**src/rtl/genesis_pad_pkg.sv**
```systemverilog
// Shared constants and types for the Genesis pad scanner.
// Button bit map, raw pin indices and the scan state enum.
package genesis_pad_pkg;

    localparam int NUM_BUTTONS = 11;
    localparam int NUM_PINS    = 6;

    localparam int BTN_UP    = 0;
    localparam int BTN_DOWN  = 1;
    localparam int BTN_LEFT  = 2;
    localparam int BTN_RIGHT = 3;
    localparam int BTN_A     = 4;
    localparam int BTN_START = 5;
    localparam int BTN_Z     = 6;
    localparam int BTN_Y     = 7;
    localparam int BTN_X     = 8;
    localparam int BTN_B     = 9;
    localparam int BTN_C     = 10;

    // Raw pin vector order inside the scanner
    localparam int PIN_UP_Z    = 0;
    localparam int PIN_DOWN_Y  = 1;
    localparam int PIN_LEFT_X  = 2;
    localparam int PIN_RIGHT   = 3;
    localparam int PIN_A_B     = 4;
    localparam int PIN_START_C = 5;

    typedef enum logic [1:0] {
        LO_WAIT,
        HI_WAIT,
        PUBLISH,
        GAP
    } scan_state_e;

    function automatic int max2(input int a, input int b);
        return (a > b) ? a : b;
    endfunction

endpackage

```
**src/rtl/genesis_pad_scanner_if.sv**
```systemverilog
// Pad pins, select drive and the published button word.
// master: scanner side; slave: pad/consumer side.
interface genesis_pad_scanner_if;
    import genesis_pad_pkg::*;

    logic                   up_z;
    logic                   down_y;
    logic                   left_x;
    logic                   right;
    logic                   a_b;
    logic                   start_c;
    logic                   select_signal;
    logic [NUM_BUTTONS-1:0] buttons_out;
    logic                   scan_valid;
    logic [NUM_BUTTONS-1:0] press_edge;

    modport master (
        input  up_z, down_y, left_x, right, a_b, start_c,
        output select_signal, buttons_out, scan_valid, press_edge
    );

    modport slave (
        output up_z, down_y, left_x, right, a_b, start_c,
        input  select_signal, buttons_out, scan_valid, press_edge
    );

endinterface

```
**src/rtl/genesis_pad_scanner_pad_sync.sv**
```systemverilog
// Two-flop synchronizer for the six raw pad pins.
// Ports: clk, reset, pins_in (async), pins_out (synced); resets to released.
module pad_sync
    import genesis_pad_pkg::*;
(
    input  logic                clk,
    input  logic                reset,
    input  logic [NUM_PINS-1:0] pins_in,
    output logic [NUM_PINS-1:0] pins_out
);

    logic [NUM_PINS-1:0] meta;

    always_ff @(posedge clk) begin
        if (reset) begin
            meta     <= '1;
            pins_out <= '1;
        end else begin
            meta     <= pins_in;
            pins_out <= meta;
        end
    end

endmodule

```
**src/rtl/genesis_pad_scanner.sv**
```systemverilog
// Genesis 3/6-button pad scanner: drives select, samples both halves,
// publishes an 11-bit active-high word with scan_valid and press_edge.
// Ports: clk, reset (sync, active-high), pad (genesis_pad_scanner_if.master).
// Option: GENESIS_PAD_FILTER_EN publishes only when two scans agree.
module genesis_pad_scanner
    import genesis_pad_pkg::*;
#(
    parameter int SETTLE_CYCLES = 50,
    parameter int GAP_CYCLES    = 1000
) (
    input logic                   clk,
    input logic                   reset,
    genesis_pad_scanner_if.master pad
);

    localparam int CNT_W = $clog2(max2(SETTLE_CYCLES, GAP_CYCLES)) + 1;
    localparam logic [CNT_W-1:0] SETTLE_LAST = CNT_W'(SETTLE_CYCLES - 1);
    localparam logic [CNT_W-1:0] GAP_LAST    = CNT_W'(GAP_CYCLES - 1);

    scan_state_e            state, state_nxt;
    logic [CNT_W-1:0]       cnt, cnt_nxt;
    logic [NUM_BUTTONS-1:0] cand, cand_nxt;
    logic [NUM_BUTTONS-1:0] btn_q;
    logic [NUM_BUTTONS-1:0] edge_q;
    logic                   valid_q;
    logic                   sel_q, sel_nxt;
    logic                   publish;
    logic                   accept;

    logic [NUM_PINS-1:0] pins_raw;
    logic [NUM_PINS-1:0] pins_sync;
    logic [NUM_PINS-1:0] pressed;

    assign pins_raw = {pad.start_c, pad.a_b, pad.right,
                       pad.left_x, pad.down_y, pad.up_z};

    pad_sync u_sync (
        .clk      (clk),
        .reset    (reset),
        .pins_in  (pins_raw),
        .pins_out (pins_sync)
    );

    assign pressed = ~pins_sync;

`ifdef GENESIS_PAD_FILTER_EN
    logic [NUM_BUTTONS-1:0] hist;
    assign accept = (cand == hist);
`else
    assign accept = 1'b1;
`endif

    always_comb begin
        state_nxt = state;
        cnt_nxt   = cnt + 1'b1;
        cand_nxt  = cand;
        sel_nxt   = 1'b1;
        publish   = 1'b0;
        unique case (state)
            LO_WAIT: begin
                sel_nxt = 1'b0;
                // select still high: first cycle after reset, start T0 here
                if (sel_q) begin
                    cnt_nxt = '0;
                end else if (cnt == SETTLE_LAST) begin
                    state_nxt = HI_WAIT;
                    cnt_nxt   = '0;
                    sel_nxt   = 1'b1;
                    cand_nxt[BTN_UP]    = pressed[PIN_UP_Z];
                    cand_nxt[BTN_DOWN]  = pressed[PIN_DOWN_Y];
                    cand_nxt[BTN_LEFT]  = pressed[PIN_LEFT_X];
                    cand_nxt[BTN_RIGHT] = pressed[PIN_RIGHT];
                    cand_nxt[BTN_A]     = pressed[PIN_A_B];
                    cand_nxt[BTN_START] = pressed[PIN_START_C];
                end
            end
            HI_WAIT: begin
                if (cnt == SETTLE_LAST) begin
                    state_nxt = PUBLISH;
                    cnt_nxt   = '0;
                    cand_nxt[BTN_Z] = pressed[PIN_UP_Z];
                    cand_nxt[BTN_Y] = pressed[PIN_DOWN_Y];
                    cand_nxt[BTN_X] = pressed[PIN_LEFT_X];
                    cand_nxt[BTN_B] = pressed[PIN_A_B];
                    cand_nxt[BTN_C] = pressed[PIN_START_C];
                end
            end
            PUBLISH: begin
                state_nxt = GAP;
                cnt_nxt   = '0;
                publish   = accept;
            end
            GAP: begin
                if (cnt == GAP_LAST) begin
                    state_nxt = LO_WAIT;
                    cnt_nxt   = '0;
                    sel_nxt   = 1'b0;
                end
            end
            default: begin
                state_nxt = LO_WAIT;
                cnt_nxt   = '0;
            end
        endcase
    end

    always_ff @(posedge clk) begin
        if (reset) begin
            state   <= LO_WAIT;
            cnt     <= '0;
            cand    <= '0;
            sel_q   <= 1'b1;
            btn_q   <= '0;
            edge_q  <= '0;
            valid_q <= 1'b0;
        end else begin
            state   <= state_nxt;
            cnt     <= cnt_nxt;
            cand    <= cand_nxt;
            sel_q   <= sel_nxt;
            valid_q <= publish;
            edge_q  <= publish ? (cand & ~btn_q) : '0;
            if (publish)
                btn_q <= cand;
        end
    end

`ifdef GENESIS_PAD_FILTER_EN
    always_ff @(posedge clk) begin
        if (reset)
            hist <= '0;
        else if (state == PUBLISH)
            hist <= cand;
    end
`endif

    assign pad.select_signal = sel_q;
    assign pad.buttons_out   = btn_q;
    assign pad.scan_valid    = valid_q;
    assign pad.press_edge    = edge_q;

endmodule

```
**src/flat_wrapper.sv**
```systemverilog
// flat-port wrapper written by rule: the top's interface ports become plain ports
module genesis_pad_scanner_flat import genesis_pad_pkg::*;
#(
    parameter int SETTLE_CYCLES = 50,
    parameter int GAP_CYCLES    = 1000
)
  (clk, reset, pad_up_z, pad_down_y, pad_left_x, pad_right, pad_a_b, pad_start_c, pad_select_signal, pad_buttons_out, pad_scan_valid, pad_press_edge);
  genesis_pad_scanner_if pad_i ();
  input logic clk;
  input logic reset;
  input wire logic [$bits(pad_i.up_z)-1:0] pad_up_z;
  input wire logic [$bits(pad_i.down_y)-1:0] pad_down_y;
  input wire logic [$bits(pad_i.left_x)-1:0] pad_left_x;
  input wire logic [$bits(pad_i.right)-1:0] pad_right;
  input wire logic [$bits(pad_i.a_b)-1:0] pad_a_b;
  input wire logic [$bits(pad_i.start_c)-1:0] pad_start_c;
  output wire logic [$bits(pad_i.select_signal)-1:0] pad_select_signal;
  output wire logic [$bits(pad_i.buttons_out)-1:0] pad_buttons_out;
  output wire logic [$bits(pad_i.scan_valid)-1:0] pad_scan_valid;
  output wire logic [$bits(pad_i.press_edge)-1:0] pad_press_edge;
  assign pad_i.up_z = pad_up_z;
  assign pad_i.down_y = pad_down_y;
  assign pad_i.left_x = pad_left_x;
  assign pad_i.right = pad_right;
  assign pad_i.a_b = pad_a_b;
  assign pad_i.start_c = pad_start_c;
  assign pad_select_signal = pad_i.select_signal;
  assign pad_buttons_out = pad_i.buttons_out;
  assign pad_scan_valid = pad_i.scan_valid;
  assign pad_press_edge = pad_i.press_edge;
  genesis_pad_scanner #(.SETTLE_CYCLES(SETTLE_CYCLES), .GAP_CYCLES(GAP_CYCLES)) u_core (.clk(clk), .reset(reset), .pad(pad_i));
endmodule
```
**config.mk**
```make
export PLATFORM = sky130hd
export DESIGN_NAME = genesis_pad_scanner_flat
export DESIGN_NICKNAME = d
export VERILOG_FILES = /design/src/rtl/genesis_pad_pkg.sv /design/src/rtl/genesis_pad_scanner_if.sv /design/src/rtl/genesis_pad_scanner_pad_sync.sv /design/src/rtl/genesis_pad_scanner.sv /design/src/flat_wrapper.sv
export SDC_FILE = /design/constraint.sdc
export NUM_CORES = 1
export LEC_CHECK = 0
export CAP_MARGIN = 20
export CORE_MARGIN = 2
export CORE_UTILIZATION = 55
export CTS_BUF_LIST = sky130_fd_sc_hd__clkbuf_16
export DETAILED_ROUTE_END_ITERATION = 8
export GPL_TIMING_DRIVEN = 0
export PLACE_DENSITY = 0.81
export SLEW_MARGIN = 20
export SYNTH_ARGS = -nofsm -noshare
export SYNTH_HDL_FRONTEND = slang
export SYNTH_HIERARCHICAL = 1
export SYNTH_SLANG_ARGS = --single-unit
```
**constraint.sdc**
```tcl
create_clock -name clk -period 4.5 [get_ports clk]
set_clock_uncertainty 0.1 [all_clocks]
set_input_delay 1.125 -clock clk [delete_from_list [all_inputs] [get_ports clk]]
set_output_delay 1.125 -clock clk [all_outputs]
set_load 0.02 [all_outputs]
```
Yosys cells after proc, flatten, opt, wreduce, memory -nomap -nowiden
Index checks and enable logic that the tools add are counted.
Widths: inputs -> output; s select.
{"block": "word_totals", "regBits": 60, "word_cells": 44}
{"block": "op_classes", "n_bitwise": 5, "n_eq_ne": 9, "add_sub_neg": 1, "reduce_logical": 5, "mux": 14}
{"op": "$pmux 11 s4", "n": 1}
{"op": "$mux 11", "n": 3}
{"op": "$add 11x1->11 const B", "n": 1}
{"op": "$and 11x11->11", "n": 1}
{"op": "$eq 11x10->1 const B", "n": 1}
{"op": "$eq 11x6->1 const B", "n": 1}
{"op": "$not 11->11", "n": 1}
{"op": "$mux 2", "n": 4}
{"op": "$pmux 2 s4", "n": 1}
{"op": "$ne 2x1->1 const B", "n": 3}
{"op": "$not 6->6", "n": 1}
{"op": "$eq 2x2->1 const B", "n": 2}
{"op": "$mux 1", "n": 4}
{"op": "$reduce_and 4->1", "n": 1}
{"op": "$reduce_and 3->1", "n": 1}
{"op": "$eq 2x1->1 const B", "n": 1}
{"op": "$logic_not 2->1", "n": 1}
{"op": "$ne 2x2->1 const B", "n": 1}
{"op": "$not 1->1", "n": 2}
{"op": "$pmux 1 s2", "n": 1}
{"op": "$reduce_and 2->1", "n": 1}
{"op": "$reduce_or 2->1", "n": 1}

Longest topological paths before layout
Gate-level depths: netlist of the first run.
{"block": "depth", "ltp_word": 4, "ltp_mapped": 8, "ltp_nobuf": 6}

Modules after synthesis
Netlist of the first run, hierarchy kept.
{"mod": "genesis_pad_scanner", "instances": 1, "seq_area_each_um2": 960.9, "area_per_inst_um2": 1866.8, "cells_each": 181}
{"mod": "pad_sync", "instances": 1, "seq_area_each_um2": 240.2, "area_per_inst_um2": 320.3, "cells_each": 25}

Least setup slack after synthesis of the first run
No wires, ideal clock.
{"block": "synth_path", "kind": "register to register", "startpoint": "reg u_core.cnt[0]", "endpoint": "reg u_core.state[0]", "arrival_time_ns": 1.955, "n_path_buf": 1, "setup_slack_ns": 2.358, "stages_incl_launch_ff": 7, "t_required_ns": 4.313, "path_cell_list": "dfxtp_1 -> ha_1 -> or4b_1 -> buf_2 -> o41a_1 -> or4_1 -> o31ai_1"}
{"block": "synth_between", "elab_chain_len": 3, "elab_cells_between_ends": 6, "cone_classes": "eq/ne: 5; reduce/logical: 1"}
{"element": "from (decl)", "line_no": "genesis_pad_scanner.sv:21", "text": "logic [CNT_W-1:0] cnt, cnt_nxt;"}
{"element": "from (signal assigned)", "line_no": "genesis_pad_scanner.sv:118", "text": "cnt <= cnt_nxt;"}
{"element": "$eq 11x10->1 / $eq 11x6->1 (equally long branches)", "line_no": "genesis_pad_scanner.sv:94, genesis_pad_scanner.sv:65, genesis_pad_scanner.sv:78"}
{"element": "$ne 2x1->1 (no source line)"}
{"element": "$reduce_and 4->1 (no source line) (*)"}
{"element": "to (signal assigned)", "line_no": "genesis_pad_scanner.sv:117", "text": "state <= state_nxt;"}
{"element": "to (decl)", "line_no": "genesis_pad_scanner.sv:20", "text": "scan_state_e state, state_nxt;"}
Mark *: on every way between the ends. The rest lies on a longest branch, timed or not.
A chain may end at the register's enable or synchronous reset.

==> metrics.md, run 1 <==
| Metric | Value |
|---|---|
| Drt pass-1 iters | 4 |
| Max H-tree Level | 3 |
| Most used routing layer | met2 |
| Endpoints failing setup | 0 |
| Row cnt | 22 |
| Final ANT Viol Nets | 0 |
| Top Ports | 32 |
| Post-Synthesis Cell Area | approximately 2200 µm² |
| Slew @ Worst Pin | around 0.77 ns |
| Cell mode on critical path | clkbuf_1 |
| IO Port Bufs | 31 |
| TNS Setup | 0 ns |
| Crit path largest cell delay | ~0.52 ns |
| Power per cell area | about 430 nW/µm² |
| Core ar. | roughly 3700 µm² |
| Critical Path Start | reset |
| Clk Latency, worst-skew pair | around 0.31 ns |
| Fraction of layout cells with a size suffix above 1 | ~7.2% |
| Reg clk slew, reported paths | approximately 0.050 ns |
| N_diodes | 0 |
| Synth Instances | about 210 |
| GRT Util Overall | 20.3% |
| Full die area | between 4000 and 5000 µm² |
| Initial antenna violation count | 0 |
| Hold_buf cts | 0 |
| Status | completed |
| Critical-path top delay cell | clkdlybuf4s50_1 |
| Syn Nets | between 200 and 250 |
| HPWL Detailed | about 2500 µm |
| DR vias | about 1600 |
| Worst hold slack | around 0.30 ns |
| Wirelength per Cell | 13.5 µm |
| Gpl congestion | 0.834 |
| CTS Buf Count | 9 |
| Worst Path Max Fanout | 10 |
| DIE WIDTH | between 60 and 70 µm |
| Period utilization | 57.2% |
| Root Driver | clkbuf_16 |
| Syn avg cell area | roughly 11 µm² |
| Met3 usage | 5.74% |
| Total gr overflow | 0 |
| Worst EP arrival | ~2.7 ns |
| Worst setup SP type | input port |
| Met2 Usage GRT | approximately a third |
| Fin area | 2830 µm² |
| Hold Path Class | flip-flop to flip-flop |
| Total clock sinks | 60 |
| M1 GR Usage | 23.4% |
| Reg-to-Reg Start | u_core/cnt[0]$_SDFF_PP0_ |
| Clk buf depth | 2 |
| HP Start | u_core/u_sync/meta[3]$_SDFF_PP1_ |
| Vias in the first global route | 1490 |
| Setup Fix Bufs, Post-CTS | 0 |
| Nets | between 200 and 300 |
| Max rail drop VDD | 327 µV |
| TritonCTS clock tree | yes |
| LEAKAGE | ~1.0 nW |
| Initial core utilization | 58.4% |
| Sequential share of the synthesized area | 54.9% |
| DR DRC count | 0 |
| Die H | 67.1 µm |
| Final Hold Viols | 0 |
| CP required | ~4.6 ns |
| First-pass GRT wire length | around 6600 µm |
| Drt via density | 5.25 |
| RSZ-0062 raised after global routing | no |
| Max_slew headroom | about half |
| Crit path kind | input port to flip-flop |
| Final core utilization | around 76% |
| Cell Chain, Critical Path | clkdlybuf4s50_1, clkbuf_1, a21o_1, clkbuf_1, nor3_1 |
| Ys Warns | 6 |
| Initial DRC count | 104 |
| Final wirelength | roughly 4000 µm |
| Largest net degree at the start of global routing | 11 |
| Pins Over Slew Limit | 0 |
| Flops & latches, synth | 60 |
| Area growth from synthesis to layout | 29.3% |
| Placement Cell Area | between 2000 and 3000 µm² |
| Post-CTS sizing | 0 |
| Final min period | about 2.6 ns |
| Crit end category | flip-flop |
| Fmax | slightly below 400 MHz |
| Max Cap Viol | 0 |
| Yosys cell types | 31 |
power breakdown:
group | internal [mW] | switching, mW
registers | 0.543 | 0.00821
logic | 0.0259 | 0.0336
clock network | 0.413 | 0.206
worst max-delay path, delay by kind of cell:
family                 cells  cell delay, ns
and+or+nand+nor            1            0.12
AOI/OAI and AO/OA          1            0.16
buffers and inverters      3            1.25
final cells by class:
cell class              instances  area [µm²]
flip-flops and latches         60        1200
fillers                       289         915
multi-input cells             128         912
repair buffers                 31         310
clock buffers                   9         225
well taps                      48        60.1
plain buffers                  12        51.3
clock inverters                 5        46.3
inverters                       6        22.5
synth_stat cells:
cell	count	area (µm²)
or2_1	12	75.1
dfxtp_1	60	1200
buf_1	2	7.51
nor2_1	22	82.6
clkbuf_2	1	5.00
buf_2	4	20.0
o31ai_1	2	15.0
or3b_1	2	17.5
ha_1	7	87.6
nand2b_1	4	25.0
a211oi_1	11	82.6
or4_1	2	15.0
o31a_1	1	8.76
nor4_2	1	12.5
a21o_1	1	7.51
and4_1	1	8.76
o41a_1	2	22.5
nand2_1	2	7.51
o21bai_1	1	7.51
or4b_1	1	10.0
nor3_1	13	65.1
xor2_1	8	70.1
nor3b_1	11	82.6
and3_1	2	12.5
mux2i_1	12	120
xnor2_1	1	8.76
nor4_4	1	21.3
inv_1	6	22.5
clkbuf_1	5	18.8
nand3_1	3	15.0
nand4_1	5	31.3
stage by stage:
stage | std cells | total power, mW | setup slack, ns
2_1_floorplan | 206 | 0.600 | 2.36
3_3_place_gp | 285 | 0.618 | 1.64
3_5_place_dp | 285 | 0.619 | 1.64
4_1_cts | 299 | 1.24 | 1.93
5_1_grt | 299 | 1.28 | 1.79
6_report | 299 | 1.23 | 1.93
placed cells by master (no fill, tap or decap), types with 7 or more instances in the layout:
| master | instances |
|---|---|
| xor2_1 | 8 |
| ha_1 | 7 |
| inv_1 | 7 |
| nor3b_1 | 11 |
| or2_1 | 12 |
| clkbuf_16 | 9 |
| nor2_1 | 22 |
| dfxtp_1 | 60 |
| a211oi_1 | 11 |
| clkdlybuf4s50_1 | 31 |
| mux2i_1 | 12 |
| nor3_1 | 13 |
cell families after synthesis:
family	Yosys count	synth area share, %
AND/OR/NAND/NOR	82	22.0
flip-flops	60	54.9
AO/OA/AOI/OAI	18	6.58
buffers and inverters	18	3.38
multiplexers	12	5.49
XOR/XNOR	9	3.60
adder cells (fa/ha/maj)	7	4.00
state kept, by name (all words and copies together), names as in the netlist:
signal / flops
u_core/state: 2
u_core/pad.buttons_out: 11
u_core/pad.scan_valid: 1
u_core/pad.press_edge: 11
u_core/cand: 11
u_core/u_sync/meta: 6
u_core/cnt: 11
u_core/pad.select_signal: 1
u_core/u_sync/pins_out: 6
final timing paths:
check	depth (start not counted)	slack (ns)	end
worst max-delay path	5	1.93	u_core/cnt[8]$_SDFF_PP0_
worst min-delay path	1	0.30	u_core/u_sync/pins_out[3]$_SDFF_PP1_
worst max register to register	7	2.15	u_core/cnt[8]$_SDFF_PP0_
worst min register to register	1	0.30	u_core/u_sync/pins_out[3]$_SDFF_PP1_
layer usage:
metal  vias to the layer above  part of all wire (%)
li1                        803                     -
met1                       722                    47
met2                        37                    47
met3                         8                   3.5
met4                         0                   1.9
met5                         -                     0
Note: power is estimated with default switching activity, not from simulation.
==> inputs of run 2 (changes only) <==
--- a/config.mk
+++ b/config.mk
@@ -7,11 +7,11 @@
 export LEC_CHECK = 0
 export CAP_MARGIN = 20
 export CORE_MARGIN = 2
-export CORE_UTILIZATION = 55
+export CORE_UTILIZATION = 53
 export CTS_BUF_LIST = sky130_fd_sc_hd__clkbuf_16
 export DETAILED_ROUTE_END_ITERATION = 8
 export GPL_TIMING_DRIVEN = 0
-export PLACE_DENSITY = 0.81
+export PLACE_DENSITY = 0.78
 export SLEW_MARGIN = 20
 export SYNTH_ARGS = -nofsm -noshare
 export SYNTH_HDL_FRONTEND = slang
==> constraint.sdc (replaced) <==
create_clock -name clk -period 2.59 [get_ports clk]
set_clock_uncertainty 0.1 [all_clocks]
set_input_delay 0.6475 -clock clk [delete_from_list [all_inputs] [get_ports clk]]
set_output_delay 0.6475 -clock clk [all_outputs]
set_load 0.02 [all_outputs]
==> run 2 against run 1 <==
  * Die area grew 3.6%
  * Critical path type is now flip-flop to flip-flop
  * Highest routed layer unchanged
  * Global-route usage grew 0.93 points
  * Critical endpoint is now u_core/state[0]$_SDFFE_PP0P_
  * Sequential power grew 74%
  * Critical path depth grew 1
  * Hold slack lost 0.0026 ns
  * Setup slack lost 1.7 ns
==> metrics.md, run 2 (synthesis results as in run 1) <==
| Metric | Value |
|---|---|
| Status | completed |
| Core ar. | approximately 4000 µm² |
| Initial DRC count | 84 |
| Non-filler cells, final | 303 |
| Die H | just under 70 µm |
| DR vias | ~1600 |
| Fill cells | just over 300 |
| Total clock sinks | 60 |
| Final Hold Viols | 0 |
| Row cnt | 23 |
| DR DRC count | 0 |
| Hold Path Cell Cnt | 1 |
| Max H-tree Level | 3 |
| Power per cell area | 789 nW/µm² |
| Final worst slack | ~0.24 ns |
| Commonest non-fill, non-tap cell in the layout | dfxtp_1 |
| Max_slew headroom | 48.6% |
| Area growth from synthesis to layout | 31.5% |
| Hold Path Class | flip-flop to flip-flop |
| Gpl congestion | roughly 0.82 |
| Pins Over Slew Limit | 0 |
| Fraction of layout cells with a size suffix above 1 | roughly 8.3% |
| Initial antenna violation count | 0 |
| Endpoints failing setup | 0 |
| Fmax | 426 MHz |
| Worst EP arrival | ~2.5 ns |
| Final ANT Viol Nets | 0 |
| RSZ-0062 raised after global routing | no |
| Drt via density | slightly above 5 |
| Total gr overflow | 0 |
| HPWL Detailed | ~2700 µm |
| Crit end category | flip-flop |
| Clk buf depth | 2 |
| Top Ports | 32 |
| Reg-to-Reg Start | u_core/cnt[0]$_SDFF_PP0_ |
| First-pass GRT wire length | between 6000 and 7000 µm |
| Hold_buf cts | 0 |
| IO Port Bufs | 31 |
| Max Cap Viol | 0 |
| HP Start | u_core/u_sync/meta[3]$_SDFF_PP1_ |
| Reg clk slew, reported paths | 0.05 ns |
| TritonCTS clock tree | yes |
| Total power | ~2.3 mW |
| Clk Latency, worst-skew pair | about 0.32 ns |
| Max rail drop VDD | roughly 590 µV |
| Worst setup SP type | flip-flop |
| Fin area | 2880 µm² |
| DIE WIDTH | about 68 µm |
| Nets | ~260 |
| Wirelength per Cell | ~14 µm |
| Crit path kind | flip-flop to flip-flop |
| CTS Buf Count | 9 |
| Root Driver | clkbuf_16 |
| Final min period | approximately 2.3 ns |
| Post-Place Worst Slack | approximately 0.17 ns |
| Reg2reg path depth | 6 |
| LEAKAGE | about 1.0 nW |
| Dpl cells | between 200 and 300 |
| CP required | between 2 and 3 ns |
| Critical Path Start | u_core/cnt[0]$_SDFF_PP0_ |
| Largest net degree at the start of global routing | 11 |
| Worst Path Max Fanout | 7 |
| GRT Util Overall | between 20% and 30% |
| Slew @ Worst Pin | just under 0.8 ns |
| TNS Setup | 0 ns |
| Commonest non-fill, non-tap cells in the layout | dfxtp_1, clkdlybuf4s50_1, nor2_1, nor3_1 |
| N_diodes | 0 |
| Initial core utilization | 54.7% |
| Vias in the first global route | 1534 |
| Full die area | 4660 µm² |
| Final wirelength | 4250 µm |
| Period utilization | approximately nine tenths |
| Placement Cell Area | 2560 µm² |
| Drt pass-1 iters | 5 |
run 2: cell count changes in the layout (fill, tap and decap cells not counted):
| cell | change |
|---|---|
| clkinv_2 | +2 |
| bufinv_16 | +1 |
| clkinv_1 | -1 |
| nor4_2 | -1 |
| nor4_4 | +1 |
run 2: timing repair:
action                     in CTS  in global routing
setup endpoints to repair       0                  5
gates resized for setup         0                  1
setup buffers                   0                  0
run 2: layer usage:
| metal | track usage [%] | routed length [µm] | up-vias |
|---|---|---|---|
| met1 | 23.2 | 1910 | 725 |
| met3 | 8.06 | 160 | 4 |
| met5 | 0 | 0 | - |
| li1 | - | - | 807 |
| met2 | 36.0 | 2130 | 38 |
| met4 | 10.5 | 42 | 0 |
run 2: worst max-delay path, cell delays in order, from the launching register on:
cell	delay, ns
dfxtp_1	0.45
ha_1	0.19
or4b_1	0.43
buf_2	0.18
o41a_1	0.33
or4_1	0.48
o31ai_1	0.09
run 2: path summary, 6_finish.rpt:
check / to / slack, ns
max reg2reg: u_core/state[0]$_SDFFE_PP0P_ / 0.24
min reg2reg: u_core/u_sync/pins_out[3]$_SDFF_PP1_ / 0.30
min: u_core/u_sync/pins_out[3]$_SDFF_PP1_ / 0.30
max: u_core/state[0]$_SDFFE_PP0P_ / 0.24
run 2: power by group:
part           total [mW]  switching [mW]  internal, mW  leakage (nW)
Sequential          0.957          0.0152         0.942         0.487
Combinational       0.104          0.0586        0.0452         0.388
Clock                1.21           0.381         0.828         0.158
Total                2.27           0.455          1.82          1.03
run 2: cell type report:
cell class                 count  area [µm²]  share of cell area, %
sequential                    60        1200                   41.8
multi-input combinational    128         921                   32.0
timing repair buffer          31         310                   10.8
clock buffer                   9         225                   7.83
clock inverter                 7        82.6                   2.87
tap                           50        62.6                   2.17
buffer                        12        51.3                   1.78
inverter                       6        22.5                  0.783
run 2: per-stage QoR:
stage	hold slack [ns]	util [%]
6_report	0.298	71.9
5_1_grt	0.321	71.9
4_1_cts	0.300	71.7
3_5_place_dp	0.290	64.0
3_3_place_gp	0.289	64.0
2_1_floorplan	0.283	-
==> inputs of run 3 (changes only) <==
--- a/config.mk
+++ b/config.mk
@@ -7,11 +7,11 @@
 export LEC_CHECK = 0
 export CAP_MARGIN = 20
 export CORE_MARGIN = 2
-export CORE_UTILIZATION = 53
+export CORE_UTILIZATION = 45
 export CTS_BUF_LIST = sky130_fd_sc_hd__clkbuf_16
 export DETAILED_ROUTE_END_ITERATION = 8
 export GPL_TIMING_DRIVEN = 0
-export PLACE_DENSITY = 0.78
+export PLACE_DENSITY = 0.68
 export SLEW_MARGIN = 20
 export SYNTH_ARGS = -nofsm -noshare
 export SYNTH_HDL_FRONTEND = slang
==> run 3 against run 2 <==
  * Sequential power is essentially flat
  * First-iteration DRC count shrank 42%
  * Sequential share of layout area grew 0.27 points
  * Clock power shrank 7%
  * Final cell count grew 1.3%
  * Total power shrank 3.5%
==> metrics.md, run 3 (synthesis results as in run 1) <==
| Metric | Value |
|---|---|
| Worst Path Max Fanout | 10 |
| Row cnt | 25 |
| Initial DRC count | 49 |
| Gpl congestion | roughly 0.77 |
| Max Used Layer | met4 |
| RSZ-0062 raised after global routing | no |
| Wirelength per Cell | roughly 13 µm |
| Total power | 2.19 mW |
| Non-filler cells, final | a little over 300 |
| DR vias | between 1500 and 2000 |
| Top Ports | 32 |
| HPWL Detailed | between 2000 and 3000 µm |
| Max Cap Viol | 0 |
| Worst hold slack | about 0.30 ns |
| First-pass GRT wire length | 6490 µm |
| Total clock sinks | 60 |
| Vias in the first global route | between 1000 and 1500 |
| Final worst slack | roughly 0.26 ns |
| Post-Place Worst Slack | 0.179 ns |
| Max H-tree Level | 3 |
| Period utilization | around 90% |
| Critical-path top delay cell | nor4_2 |
| CTS Buf Count | 9 |
| Worst EP arrival | between 2 and 2.5 ns |
| GRT Util Overall | 16.1% |
| Commonest non-fill, non-tap cells in the layout | dfxtp_1, clkdlybuf4s50_1, nor2_1, nor3_1 |
| Fin area | 2860 µm² |
| Multi-input logic area | 912 µm² |
| Power per cell area | about 770 nW/µm² |
| Worst setup SP type | flip-flop |
| Drt via density | between 5 and 6 |
| Fill cells | 416 |
| TNS Setup | 0 ns |
| Largest net degree at the start of global routing | 12 |
| Reg2reg path depth | 6 |
| Hold Path Class | flip-flop to flip-flop |
| Drt pass-1 iters | 4 |
| TritonCTS clock tree | yes |
| Crit path largest cell delay | slightly above 0.6 ns |
| Fmax | 429 MHz |
| Initial core utilization | around 47% |
| IO Port Bufs | 31 |
| Routed wl met3 | 154 µm |
| Reg clk slew, reported paths | ~0.05 ns |
| Die H | ~74 µm |
| Met2 WL | 1930 µm |
| Post-CTS sizing | 0 |
| Nets | 263 |
| Crit end category | flip-flop |
| Endpoints failing setup | 0 |
| Full die area | 5430 µm² |
| CP required | around 2.7 ns |
| DR DRC count | 0 |
| Placement Cell Area | 2560 µm² |
| Root Driver | clkbuf_16 |
| Hold Path Cell Cnt | 1 |
| Hold_buf cts | 0 |
| Area growth from synthesis to layout | 30.7% |
| Clk Latency, worst-skew pair | 0.31 ns |
| Crit path kind | flip-flop to flip-flop |
| Slew @ Worst Pin | approximately 0.80 ns |
| Core ar. | between 4000 and 5000 µm² |
| Max rail drop VDD | between 400 and 500 µV |
| Dpl cells | ~290 |
| Clk buf depth | 2 |
| Initial antenna violation count | 0 |
| Final wirelength | 3930 µm |
| Fraction of layout cells with a size suffix above 1 | under 10% |
| N_diodes | 0 |
| Setup Fix Bufs, Post-CTS | 0 |
| Final core utilization | roughly 61% |
| Pins Over Slew Limit | 0 |
| Max_slew headroom | between 40% and 50% |
| DIE WIDTH | about 74 µm |
| LEAKAGE | about 1.0 nW |
| Final ANT Viol Nets | 0 |
| Final Hold Viols | 0 |
| Status | completed |
| Cell Chain, Critical Path | ha_1, or4b_1, buf_2, nor4_2, nor2_1, a211oi_1 |
| Metal-1 WL | ~1800 µm |
| Commonest non-fill, non-tap cell in the layout | dfxtp_1 |
| Final min period | 2.33 ns |
| Total gr overflow | 0 |
| FF+latch area | around 1200 µm² |
## run 3: per-layer routing
metal / track usage, % / vias up
met4: 9.09 / 0
met1: 18.3 / 720
met3: 4.94 / 2
li1: - / 807
met5: 0 / -
met2: 26.7 / 33
## run 3: area by class of cell
type	instances	share of cell area (%)
well taps	54	2.36
plain buffers	12	1.80
clock buffers	9	7.88
repair buffers	31	10.9
flip-flops and latches	60	42.0
multi-input cells	128	31.9
inverters	6	0.788
clock inverters	7	2.36
## run 3: worst max-delay path, delay by kind of cell, from the launching register on
kind / cells / cell delay, ns
fa+ha+maj: 1 / 0.19
simple gates: 3 / 1.13
buf+inv: 1 / 0.17
compound gates: 1 / 0.22
flops: 1 / 0.44
## run 3: worst paths after layout
check	start	end	slack (ns)
min reg2reg	u_core/u_sync/meta[5]$_SDFF_PP1_	u_core/u_sync/pins_out[5]$_SDFF_PP1_	0.30
min	u_core/u_sync/meta[5]$_SDFF_PP1_	u_core/u_sync/pins_out[5]$_SDFF_PP1_	0.30
max	u_core/cnt[0]$_SDFF_PP0_	u_core/cand[8]$_SDFFE_PP0P_	0.26
max reg2reg	u_core/cnt[0]$_SDFF_PP0_	u_core/cand[8]$_SDFFE_PP0P_	0.26
## run 3: power breakdown
group | switching, mW | leakage (nW) | internal [mW] | total [mW]
Sequential | 0.0140 | 0.487 | 0.942 | 0.956
Clock | 0.395 | 0.139 | 0.737 | 1.13
Combinational | 0.0567 | 0.374 | 0.0451 | 0.102
==> edit (flow settings as in run 3) <==
Re-encode `scan_state_e` (4 states) as one-hot, 4 bits wide.
--- a/src/rtl/genesis_pad_pkg.sv
+++ b/src/rtl/genesis_pad_pkg.sv
@@ -25,11 +25,11 @@
     localparam int PIN_A_B     = 4;
     localparam int PIN_START_C = 5;
 
-    typedef enum logic [1:0] {
-        LO_WAIT,
-        HI_WAIT,
-        PUBLISH,
-        GAP
+    typedef enum logic [3:0] {
+        LO_WAIT = 4'b0001,
+        HI_WAIT = 4'b0010,
+        PUBLISH = 4'b0100,
+        GAP     = 4'b1000
     } scan_state_e;
 
     function automatic int max2(input int a, input int b);
Check against the original RTL: same outputs for any inputs over 10 cycles, from zero or initial values and one cycle with reset high; not proved beyond that.
==> edit against run 3 <==
Wire length increased by 10%; critical path depth decreased by 1; die area up 5.7%; area after synthesis up 6.1%; via count is 11% higher; setup slack improved by 0.087 ns; global-route usage increased by 1.3 points; cell area rose by 7.0%; sequential cell count rose by 2; critical endpoint is now u_core/pad.press_edge[10]$_SDFF_PP0_; highest routed layer unchanged.
Power is not compared: it rests on default switching activity, and its combinational part moved more than twofold at a synthesized area within 25%.
==> edit: results (changes against run 3) <==
[run_status]
status=complete, no violations  ; unchanged

[synth]
seq_area_frac_synth=0.535  ; was 0.549
mappedNetlistNets=243  ; was 221
synth_cell_type_count=41  ; was 31
synth_area_leaders=dfxtp_1 (54%), nor3b_1 (5.8%), nand2_1 (4.7%), a21oi_1 (4.1%), a211oi_1 (3.6%)  ; was dfxtp_1 (55%), mux2i_1 (5.5%), ha_1 (4.0%), a211oi_1 (3.8%), nor2_1 (3.8%)
syn_avg_cell_area_um2=9.96  ; was 10.6 um2
synthTopCellsByCount=dfxtp_1 (62), nand2_1 (29), a21oi_1 (19), nor3b_1 (18), nor2_1 (16)  ; was dfxtp_1 (60), nor2_1 (22), nor3_1 (13), mux2i_1 (12), or2_1 (12)

[finish]
synthToLayoutAreaGrowth_pct=31.8  ; was 30.7%
drive_gt1_frac=0.100  ; was 0.0870
nNetsFinal=285  ; was 263
stdcell_count=350  ; was 307
fill_cells=447  ; was 416

[grt]
grt_first_pass_wirelength_mm=7.31  ; was 6.49 mm
use_met2=0.259  ; was 0.267
met1_usage=0.224  ; was 0.183
grt_pass1_vias=1546  ; was 1,470

[placement]
place_ws_ns=0.00524  ; was 0.179 ns
placed_cells=334  ; was 291
gp_congestion=0.780  ; was 0.774
hpwl_mm=2.98  ; was 2.66 mm
dpl_cell_area_um2=2720  ; was 2560 um2

[drt]
wl_mm=4.34  ; was 3.93 mm
routed-via-count=1739  ; was 1,562

[critical_path]
crit_arrival_ns=2.33  ; was 2.46 ns

[timing]
worstMarginPinSlew_ns=0.616  ; was 0.799 ns

==> edit: critical path, stage by stage <==
cell	delay [ns]
clkdlybuf4s50_1	0.56
clkbuf_1	0.39
nand2b_1	0.24
clkbuf_1	0.37
nor3b_1	0.13
==> edit: final timing paths <==
path / start / endpoint / slack (ns) / cells after the start
max: reset / u_core/pad.press_edge[10]$_SDFF_PP0_ / 0.35 / 5
min: u_core/u_sync/meta[2]$_SDFF_PP1_ / u_core/u_sync/pins_out[2]$_SDFF_PP1_ / 0.30 / 1
max reg2reg: u_core/cnt[0]$_SDFF_PP0_ / u_core/cnt[9]$_SDFF_PP0_ / 0.45 / 6
min reg2reg: u_core/u_sync/meta[2]$_SDFF_PP1_ / u_core/u_sync/pins_out[2]$_SDFF_PP1_ / 0.30 / 1
==> edit: area by class of cell <==
class	instances	area share
Clock inverter	7	0.0372
Multi-Input combinational cell	156	0.331
Clock buffer	9	0.0737
Tap cell	70	0.0287
Sequential cell	62	0.406
Inverter	2	0.00246
Timing Repair Buffer	31	0.102
Buffer	13	0.0196
==> edit: report_power, final <==
| part | internal, W | switching (W) |
|---|---|---|
| clock network | 0.000933 | 0.000398 |
| logic | 0.0000255 | 0.0000239 |
| registers | 0.000966 | 0.00000651 |
==> edit: per-layer routing <==
metal,up-vias,routed length (um)
met5,-,0
met4,0,70
met3,8,235
met2,45,1930
met1,783,2100
li1,903,-
==> edit: cells by family (layout without fill, tap and decap cells) <==
group	after synthesis	in the layout	share of synthesized area
buffers and inverters	15	62	0.0291
xor gates and xnor gates	10	10	0.0378
and+or+nand+nor	103	103	0.268
AOI/OAI and AO/OA	40	40	0.115
DFF	62	62	0.535
adders and majority gates	2	2	0.0108
muxes	1	1	0.00432
